### src/rtl/dmem_pkg.sv
// Shared definitions for the data-memory bridge: access formats, FSM states
// and the default memory window base.
package dmem_pkg;

  localparam logic [1:0] FMT_WORD = 2'b00;
  localparam logic [1:0] FMT_HALF = 2'b01;
  localparam logic [1:0] FMT_BYTE = 2'b10;
  localparam logic [1:0] FMT_RSVD = 2'b11;

  localparam logic [31:0] DMEM_BASE_ADDR = 32'h1001_0000;

  typedef enum logic {
    IDLE    = 1'b0,
    RD_WAIT = 1'b1
  } dmem_state_e;

endpackage

### src/rtl/dmem_lane_align.sv
// Byte-lane steering between the CPU data port and a 32-bit little-endian
// memory word: byte enables, store replication and load extract/extend.
module dmem_lane_align
  import dmem_pkg::*;
(
  input  logic [1:0]  fmt,
  input  logic [1:0]  byte_off,
  input  logic        load_signed,
  input  logic [31:0] wdata,
  input  logic [31:0] rdata,
  output logic [3:0]  be,
  output logic [31:0] wdata_rep,
  output logic [31:0] rdata_ext
);

  logic [7:0]  byte_sel;
  logic [15:0] half_sel;

  // Pick the addressed byte and half out of the memory word.
  always_comb begin
    unique case (byte_off)
      2'd0:    byte_sel = rdata[7:0];
      2'd1:    byte_sel = rdata[15:8];
      2'd2:    byte_sel = rdata[23:16];
      default: byte_sel = rdata[31:24];
    endcase
    half_sel = byte_off[1] ? rdata[31:16] : rdata[15:0];
  end

  // Enables, replicated store data and extended load data per access size.
  always_comb begin
    be        = 4'b0000;
    wdata_rep = wdata;
    rdata_ext = 32'h0;
    unique case (fmt)
      FMT_WORD: begin
        be        = 4'b1111;
        wdata_rep = wdata;
        rdata_ext = rdata;
      end
      FMT_HALF: begin
        be        = byte_off[1] ? 4'b1100 : 4'b0011;
        wdata_rep = {2{wdata[15:0]}};
        rdata_ext = {{16{load_signed & half_sel[15]}}, half_sel};
      end
      FMT_BYTE: begin
        be        = 4'b0001 << byte_off;
        wdata_rep = {4{wdata[7:0]}};
        rdata_ext = {{24{load_signed & byte_sel[7]}}, byte_sel};
      end
      default: begin
        be        = 4'b0000;
        wdata_rep = wdata;
        rdata_ext = 32'h0;
      end
    endcase
  end

endmodule

### src/rtl/dmem_bridge.sv
// Bridge from the single-cycle CPU data port to a word-organised data memory
// with fixed read latency; rejects and logs illegal accesses.
//
// state   | meaning
// --------+-----------------------------------------------------------------
// IDLE    | accepting requests; stores and zero-latency loads finish here
// RD_WAIT | load issued, counting down the memory latency while stalling
module dmem_bridge
  import dmem_pkg::*;
#(
  parameter logic [31:0] BASE_ADDR  = DMEM_BASE_ADDR,
  parameter int          MEM_AW     = 11,
  parameter int          RD_LATENCY = 1,
  parameter int          ERRCNT_W   = 8
) (
  input  logic                clk_in,
  input  logic                reset,
  input  logic [31:0]         cpu_addr,
  input  logic [31:0]         cpu_wdata,
  input  logic                cpu_r,
  input  logic                cpu_w,
  input  logic [1:0]          cpu_fmt,
  input  logic                cpu_load_signed,
  output logic [31:0]         cpu_rdata,
  output logic                cpu_stall,
  output logic [MEM_AW-1:0]   mem_addr,
  output logic [31:0]         mem_wdata,
  output logic [3:0]          mem_be,
  output logic                mem_we,
  output logic                mem_re,
  input  logic [31:0]         mem_rdata,
  output logic                err_valid,
  output logic [31:0]         err_addr,
  output logic [ERRCNT_W-1:0] err_count
);

  // Window end as 33 bits so a window touching 2^32 cannot wrap.
  localparam logic [32:0] WIN_END  = {1'b0, BASE_ADDR} + (33'd4 << MEM_AW);
  // Loaded on issue; the load completes when the count reaches zero.
  localparam logic [2:0]  CNT_LOAD = (RD_LATENCY > 0) ? 3'(RD_LATENCY - 1) : 3'd0;

  dmem_state_e state, state_nxt;
  logic [2:0]  cnt, cnt_nxt;

  logic        req, in_range, aligned, legal, reject;
  logic [3:0]  lane_be;
  logic [31:0] lane_rdata;

  dmem_lane_align u_lane_align (
    .fmt         (cpu_fmt),
    .byte_off    (cpu_addr[1:0]),
    .load_signed (cpu_load_signed),
    .wdata       (cpu_wdata),
    .rdata       (mem_rdata),
    .be          (lane_be),
    .wdata_rep   (mem_wdata),
    .rdata_ext   (lane_rdata)
  );

  assign mem_addr = MEM_AW'((cpu_addr - BASE_ADDR) >> 2);

  // Legality of the presented request: one strobe, valid size, in window, aligned.
  always_comb begin
    req      = cpu_r | cpu_w;
    in_range = ({1'b0, cpu_addr} >= {1'b0, BASE_ADDR}) && ({1'b0, cpu_addr} < WIN_END);
    unique case (cpu_fmt)
      FMT_WORD: aligned = (cpu_addr[1:0] == 2'b00);
      FMT_HALF: aligned = ~cpu_addr[0];
      FMT_BYTE: aligned = 1'b1;
      default:  aligned = 1'b0;
    endcase
    legal  = (cpu_r ^ cpu_w) && (cpu_fmt != FMT_RSVD) && in_range && aligned;
    reject = (state == IDLE) && req && !legal;
  end

  // State and latency counter register.
  always_ff @(posedge clk_in) begin
    if (reset) begin
      state <= IDLE;
      cnt   <= 3'd0;
    end else begin
      state <= state_nxt;
      cnt   <= cnt_nxt;
    end
  end

  // Next state: a legal load on a latent memory enters RD_WAIT.
  always_comb begin
    state_nxt = state;
    cnt_nxt   = cnt;
    unique case (state)
      IDLE: begin
        if (legal && cpu_r && (RD_LATENCY > 0)) begin
          state_nxt = RD_WAIT;
          cnt_nxt   = CNT_LOAD;
        end
      end
      RD_WAIT: begin
        if (cnt != 3'd0) cnt_nxt   = cnt - 3'd1;
        else             state_nxt = IDLE;
      end
      default: begin
        state_nxt = IDLE;
        cnt_nxt   = 3'd0;
      end
    endcase
  end

  // Memory strobes, stall and load result for the current state.
  always_comb begin
    mem_we    = 1'b0;
    mem_re    = 1'b0;
    mem_be    = 4'b0000;
    cpu_stall = 1'b0;
    cpu_rdata = 32'h0;
    unique case (state)
      IDLE: begin
        if (legal) begin
          mem_be = lane_be;
          if (cpu_w) begin
            mem_we = 1'b1;
          end else begin
            mem_re = 1'b1;
            if (RD_LATENCY == 0) cpu_rdata = lane_rdata;
            else                 cpu_stall = 1'b1;
          end
        end
      end
      RD_WAIT: begin
        mem_be = lane_be;
        if (cnt != 3'd0) cpu_stall = 1'b1;
        else             cpu_rdata = lane_rdata;
      end
      default: ;
    endcase
  end

  // Error pulse, last rejected address and saturating reject counter.
  always_ff @(posedge clk_in) begin
    if (reset) begin
      err_valid <= 1'b0;
      err_addr  <= 32'h0;
      err_count <= '0;
    end else begin
      err_valid <= reject;
      if (reject) begin
        err_addr <= cpu_addr;
        if (err_count != {ERRCNT_W{1'b1}}) err_count <= err_count + ERRCNT_W'(1);
      end
    end
  end

endmodule

### config.mk
export PLATFORM = sky130hd
export DESIGN_NAME = dmem_bridge
export DESIGN_NICKNAME = d
export VERILOG_FILES = /design/src/rtl/dmem_pkg.sv /design/src/rtl/dmem_lane_align.sv /design/src/rtl/dmem_bridge.sv
export SDC_FILE = /design/constraint.sdc
export NUM_CORES = 1
export LEC_CHECK = 0
export CAP_MARGIN = 10
export CORE_UTILIZATION = 50
export CTS_CLUSTER_DIAMETER = 50
export CTS_CLUSTER_SIZE = 28
export DETAILED_ROUTE_END_ITERATION = 7
export DONT_BUFFER_PORTS = 1
export GPL_TIMING_DRIVEN = 0
export HOLD_SLACK_MARGIN = 0.08
export PLACE_DENSITY = 0.66
export SYNTH_ARGS = -nofsm -noshare
export SYNTH_HDL_FRONTEND = slang
export SYNTH_HIERARCHICAL = 1
export SYNTH_SLANG_ARGS = --single-unit
### constraint.sdc
create_clock -name clk_in -period 2.1 [get_ports clk_in]
set_input_delay 0.42 -clock clk_in [delete_from_list [all_inputs] [get_ports clk_in]]
set_output_delay 0.42 -clock clk_in [all_outputs]
set_load 0.01 [all_outputs]
Word level (Yosys, flattened, before mapping)
Index checks and enable logic that the tools add are counted.
{"block": "op_classes", "n_bitwise": 6, "eq_ne": 8, "shift": 1, "addsub": 3, "magnitude_cmp": 2, "muxes": 24, "n_reduce_logical": 13}
{"op": "32-bit case mux with 3 select lines", "count": 1}
{"op": "32-bit 2-to-1 mux", "count": 2}
{"op": "32-bit case mux with 2 select lines", "count": 1}
{"op": "32-bit by 29-bit greater-or-equal comparator with 1-bit output, second input constant", "count": 1}
{"op": "32-bit by 29-bit < comparator with 1-bit output, second input constant", "count": 1}
{"op": "8-bit case mux with 3 select lines", "count": 1}
{"op": "16-bit 2-to-1 mux", "count": 1}
{"op": "13-bit by 1-bit subtractor with 13-bit output, second input constant", "count": 1}
{"op": "4-bit case mux with 3 select lines", "count": 1}
{"op": "8-bit by 1-bit adder with 8-bit output, second input constant", "count": 1}
{"op": "1-bit 2-to-1 mux", "count": 8}
{"op": "4-bit 2-to-1 mux", "count": 2}
{"op": "8-bit inequality test, second input constant", "count": 1}
{"op": "4-bit case mux with 2 select lines", "count": 1}
{"op": "1-bit logical AND", "count": 7}
{"op": "3-bit 2-to-1 mux", "count": 2}
{"op": "3-bit case mux with 2 select lines", "count": 1}
{"op": "2-bit by 1-bit equality test with 1-bit output, second input constant", "count": 2}
{"op": "2-bit equality test, second input constant", "count": 2}
{"op": "2-bit zero test", "count": 2}
{"op": "2-bit by 1-bit inequality test with 1-bit output, second input constant", "count": 2}
{"op": "1-bit case mux with 2 select lines", "count": 2}
{"op": "2-bit AND reduction", "count": 2}
{"op": "1-bit by 2-bit << shifter with 4-bit output, first input constant", "count": 1}
{"op": "9 further kinds", "count": 11}
{"block": "word_totals", "reg_bits": 45}

Longest topological paths before layout
{"block": "depth", "ltp_word": 7, "ltp_mapped": 9, "mapped_depth_nobuf": 7}

Cells and area by module
The synthesis kept the hierarchy.
{"mod": "dmem_bridge", "n_inst": 1, "area_each_um2": 2274.7, "cells_per_inst": 252}
{"mod": "dmem_lane_align", "n_inst": 1, "area_each_um2": 1467.7, "cells_per_inst": 230}

Least setup slack after synthesis
OpenSTA, ideal clock, no wires.
{"block": "synth_path", "path_type": "in2out", "from": "input cpu_fmt[0]", "to": "output cpu_rdata[22]", "cell_stages": 8, "slack_ns": -0.003, "n_path_buf": 2, "t_arrival_ns": 1.683, "required_ns": 1.680, "cell_sequence": "inv_1 -> ha_1 -> clkbuf_1 -> nor2b_1 -> a2bb2oi_4 -> buf_6 -> a311oi_2 -> and3_1"}
{"block": "synth_between", "elab_chain_len": 4, "elab_cells_between_ends": 6, "classes_between": "2 x eq/ne; 3 x mux; 1 x reduce/logical"}
{"item": "from (decl)", "line_no": "dmem_bridge.sv:22", "text": "input logic [1:0] cpu_fmt,"}
{"item": "2-bit equality test, or another cell as far along", "line_no": "dmem_lane_align.sv:35", "text": "unique case (fmt)"}
{"item": "32-bit case mux with 3 select lines *", "line_no": "dmem_lane_align.sv:35"}
{"item": "net lane_rdata[22]", "line_no": "dmem_bridge.sv:47", "text": "logic [31:0] lane_rdata;"}
{"item": "32-bit 2-to-1 mux *", "line_no": "dmem_bridge.sv:131", "text": "if (cnt != 3'd0) cpu_stall = 1'b1;"}
{"item": "32-bit 2-to-1 mux *", "line_no": "dmem_bridge.sv:116", "text": "unique case (state)"}
{"item": "to (decl)", "line_no": "dmem_bridge.sv:24", "text": "output logic [31:0] cpu_rdata,"}
Mark *: on every way through the listed nets, which the timed path passes. The rest lies on a longest branch.

Final worst setup path
{"block": "layout_path", "from": "input cpu_w", "to": "output cpu_stall"}
{"block": "layout_between", "elab_chain_len": 6, "elab_cells_between_ends": 7, "classes_between": "3 x mux; 1 x bitwise; 3 x reduce/logical"}
{"item": "from (decl)", "line_no": "dmem_bridge.sv:21", "text": "input logic cpu_w,"}
{"item": "1-bit XOR", "line_no": "dmem_bridge.sv:72", "text": "legal = (cpu_r ^ cpu_w) && (cpu_fmt != FMT_RSVD) && in_range && aligned;"}
{"item": "1-bit logical AND (3 in series)", "line_no": "dmem_bridge.sv:72"}
{"item": "1-bit 2-to-1 mux *", "line_no": "dmem_bridge.sv:118", "text": "if (legal) begin"}
{"item": "1-bit case mux with 2 select lines *", "line_no": "dmem_bridge.sv:116"}
{"item": "to (decl)", "line_no": "dmem_bridge.sv:25", "text": "output logic cpu_stall,"}
Mark *: on every way between the ends. The rest lies on a longest branch, timed or not.

==> reports/metrics.cfg <==
[status]
outcome=complete, but fails checks
failed_checks=setup timing

[cts]
cts_tree=done
path_clk_slew_ns=0.08
cts_buffers=5
cts_buffer_depth=2
insertion_delay_ns=0.30
root_buffer=clkbuf_8
cts_htree_levels=2
clock-sinks=45

[detailed_routing]
drc=0
wl_met2_mm=5.39
dr.pass1.iters=5
top_layer_used=met4
drt_iter0_drc=211
vias=3663
avgViaCountPerCell=6.23
ant_nets=0
post_drt_wl_per_cell_um=18.9
wl_met1_mm=4.60
finalWirelength_mm=11.1
wl_met3_um=939

[synth]
synthFlopType=dfxtp_1
avgSynthCellArea_um2=7.76
yosysSeqAreaShare=0.241
syn_inst=482
synth_area_mm2=0.00374
synth-edff-count=0
ys_warn_count=6
synthDistinctLibCells=52
synthArstFlopShare=0
yosys_register_bits=45
mappedNetlistNets=593

[final_layout]
postLayoutCoreUtil=0.591
mostFrequentLayoutCell=nor2_1
diodes=0
areaGrowthSynthToFinish_pct=14.6
fillers=710
multi_input_area_mm2=0.00261
final_cell_mix=nor2_1, dfxtp_1, a21oi_1, nand2_1, mux2i_1
layout.nets=599
regArea_um2=901
drive_gt1_frac=0.268

[setup_path]
setup.worst_path.class=primary input to output pin
r2r_end=err_count[5]
cp.arrival_ns=1.71
r2r_cells=6
ff2ff_setup_slack_ns=0.25
crit_required_ns=1.68
r2r-start=err_count[0]
critPathMaxFanout=3
startpoint=cpu_w
end_kind=output pin
start_kind=primary input

[grt]
grt_pass1_vias=3122
grt_antenna_before_repair=0
overflow=0
grt_max_degree=14
grt_pass1_wl_mm=15.8
grt_usage=0.259

[power]
cellLeakagePower_uw=0.00169
powerDensity_mw_per_mm2=478
power_uw=2050
ir_worst_vdd_v=0.000384

[hold_path]
hold_end=err_addr[0]
min-delay-start=cpu_addr[0]
min_path_type=primary input to register
worstHoldPathCells=2

[run]
timing.max_cap.violations=0

[timing]
setup_ws_ns=-0.0298
tightest_slew_ns=0.462
timing.final.crit_share=1.01
finClkSkew_ns=0.00499
period_needed_ns=2.13
max_freq_mhz=470
slew_viol_final=0
slew_headroom=0.692
finalSetupViolations=3
finalHoldViolCount=0
tns_ns=-0.0338
rsz0062_at_grt=yes

[place]
gp_congestion=0.861
dp_hpwl_mm=8.27
portBuffers=0

[floorplan]
die_w_um=88.5
rows=31
core_area_mm2=0.00725
pin_count=226
start_util=0.516
die_h_um=88.5
dieArea_mm2=0.00783

## cell usage after synthesis (2+ instances only)
library cell | instances | share of area
mux2_2 | 10 | 0.030
nand2_1 | 38 | 0.038
nor3_1 | 2 | 0.0027
a21oi_1 | 40 | 0.053
clkbuf_1 | 34 | 0.034
nor2_1 | 56 | 0.056
a311oi_1 | 7 | 0.016
a311oi_2 | 9 | 0.036
nand2b_1 | 5 | 0.0084
mux2i_1 | 33 | 0.088
ha_1 | 8 | 0.027
inv_1 | 21 | 0.021
nor2b_1 | 8 | 0.013
o21ai_0 | 2 | 0.0027
o211ai_1 | 8 | 0.016
nand3_1 | 5 | 0.0067
buf_6 | 3 | 0.0090
a22oi_1 | 16 | 0.032
and3_1 | 33 | 0.055
o22ai_1 | 8 | 0.013
nor4b_2 | 2 | 0.0080
and2_1 | 2 | 0.0033
nand4_1 | 2 | 0.0033
o31ai_1 | 9 | 0.018
buf_4 | 20 | 0.040
buf_8 | 2 | 0.0080
or4_1 | 3 | 0.0060
dfxtp_1 | 45 | 0.24
a22o_1 | 8 | 0.019
nor4_1 | 2 | 0.0033
o41ai_1 | 3 | 0.0070
buf_2 | 4 | 0.0053
nor4_2 | 2 | 0.0067
buf_1 | 5 | 0.0050
a31oi_1 | 10 | 0.017
## stage by stage
stage	area [µm²]	hold slack, ns	setup WS [ns]	cells
after floorplan	3740	0.464	0.0300	482
after global placement	3870	0.477	-0.254	581
after detailed placement	3870	0.485	-0.329	581
after CTS	4050	0.254	-0.0206	587
after global routing	4290	0.254	-0.111	588
final	4290	0.260	-0.0298	588
## sequential cells by signal, indices dropped and copies added (netlist names)
signal,cells
cnt,3
err_addr,32
err_count,8
err_valid,1
state,1
## critical path, stage by stage
cell and delay (ns):
inv_8 0.02, ha_4 0.24, nor4b_4 0.17, nand4_1 0.22, nor3_2 0.24, nand2b_1 0.16
o21ai_2 0.25
## per-layer routing
metal	GRT usage	vias up
met5	0	-
met4	0.0718	0
met3	0.0700	22
met2	0.425	183
met1	0.334	1718
li1	-	1740
## logic make-up after synthesis
logic type | after synthesis | synth area share
compound gates | 130 | 0.263
fa+ha+maj | 8 | 0.0267
buf+inv | 89 | 0.123
flops | 45 | 0.241
mux | 44 | 0.121
simple gates | 166 | 0.226
## power by group
part / switching, µW / total, µW / internal, µW
sequential: 55.4 / 954 / 899
combinational: 316 / 569 / 253
clock: 292 / 528 / 236
## repair_timing
item / CTS / global route
endpoints found under the hold margin: 0 / 0
cloned: 0 / 1
setup endpoints to repair: 63 / 70
gates resized for setup: 42 / 55
hold buffers: 0 / 0
setup buffers: 1 / 4
pin swaps: 3 / 9
## area by class of cell
cell class / instances / share of cell area
multi-input cells: 348 / 0.609
well taps: 99 / 0.0289
clock buffers: 7 / 0.0178
flip-flops and latches: 45 / 0.210
repair buffers: 6 / 0.0146
plain buffers: 61 / 0.0954
clock inverters: 1 / 0.00175
inverters: 21 / 0.0228
## how the worst max path moves through the flow
stage | to | slack, ns | depth (start not counted)
3_3_place_gp | cpu_rdata[20] | -0.25 | 7
3_5_place_dp | cpu_rdata[20] | -0.33 | 7
6_report | cpu_stall | -0.03 | 7
5_1_grt | cpu_stall | -0.11 | 7
2_1_floorplan | cnt[0] | 0.03 | 7
4_1_cts | cpu_stall | -0.02 | 7
Power figures use the tool's default switching activity.
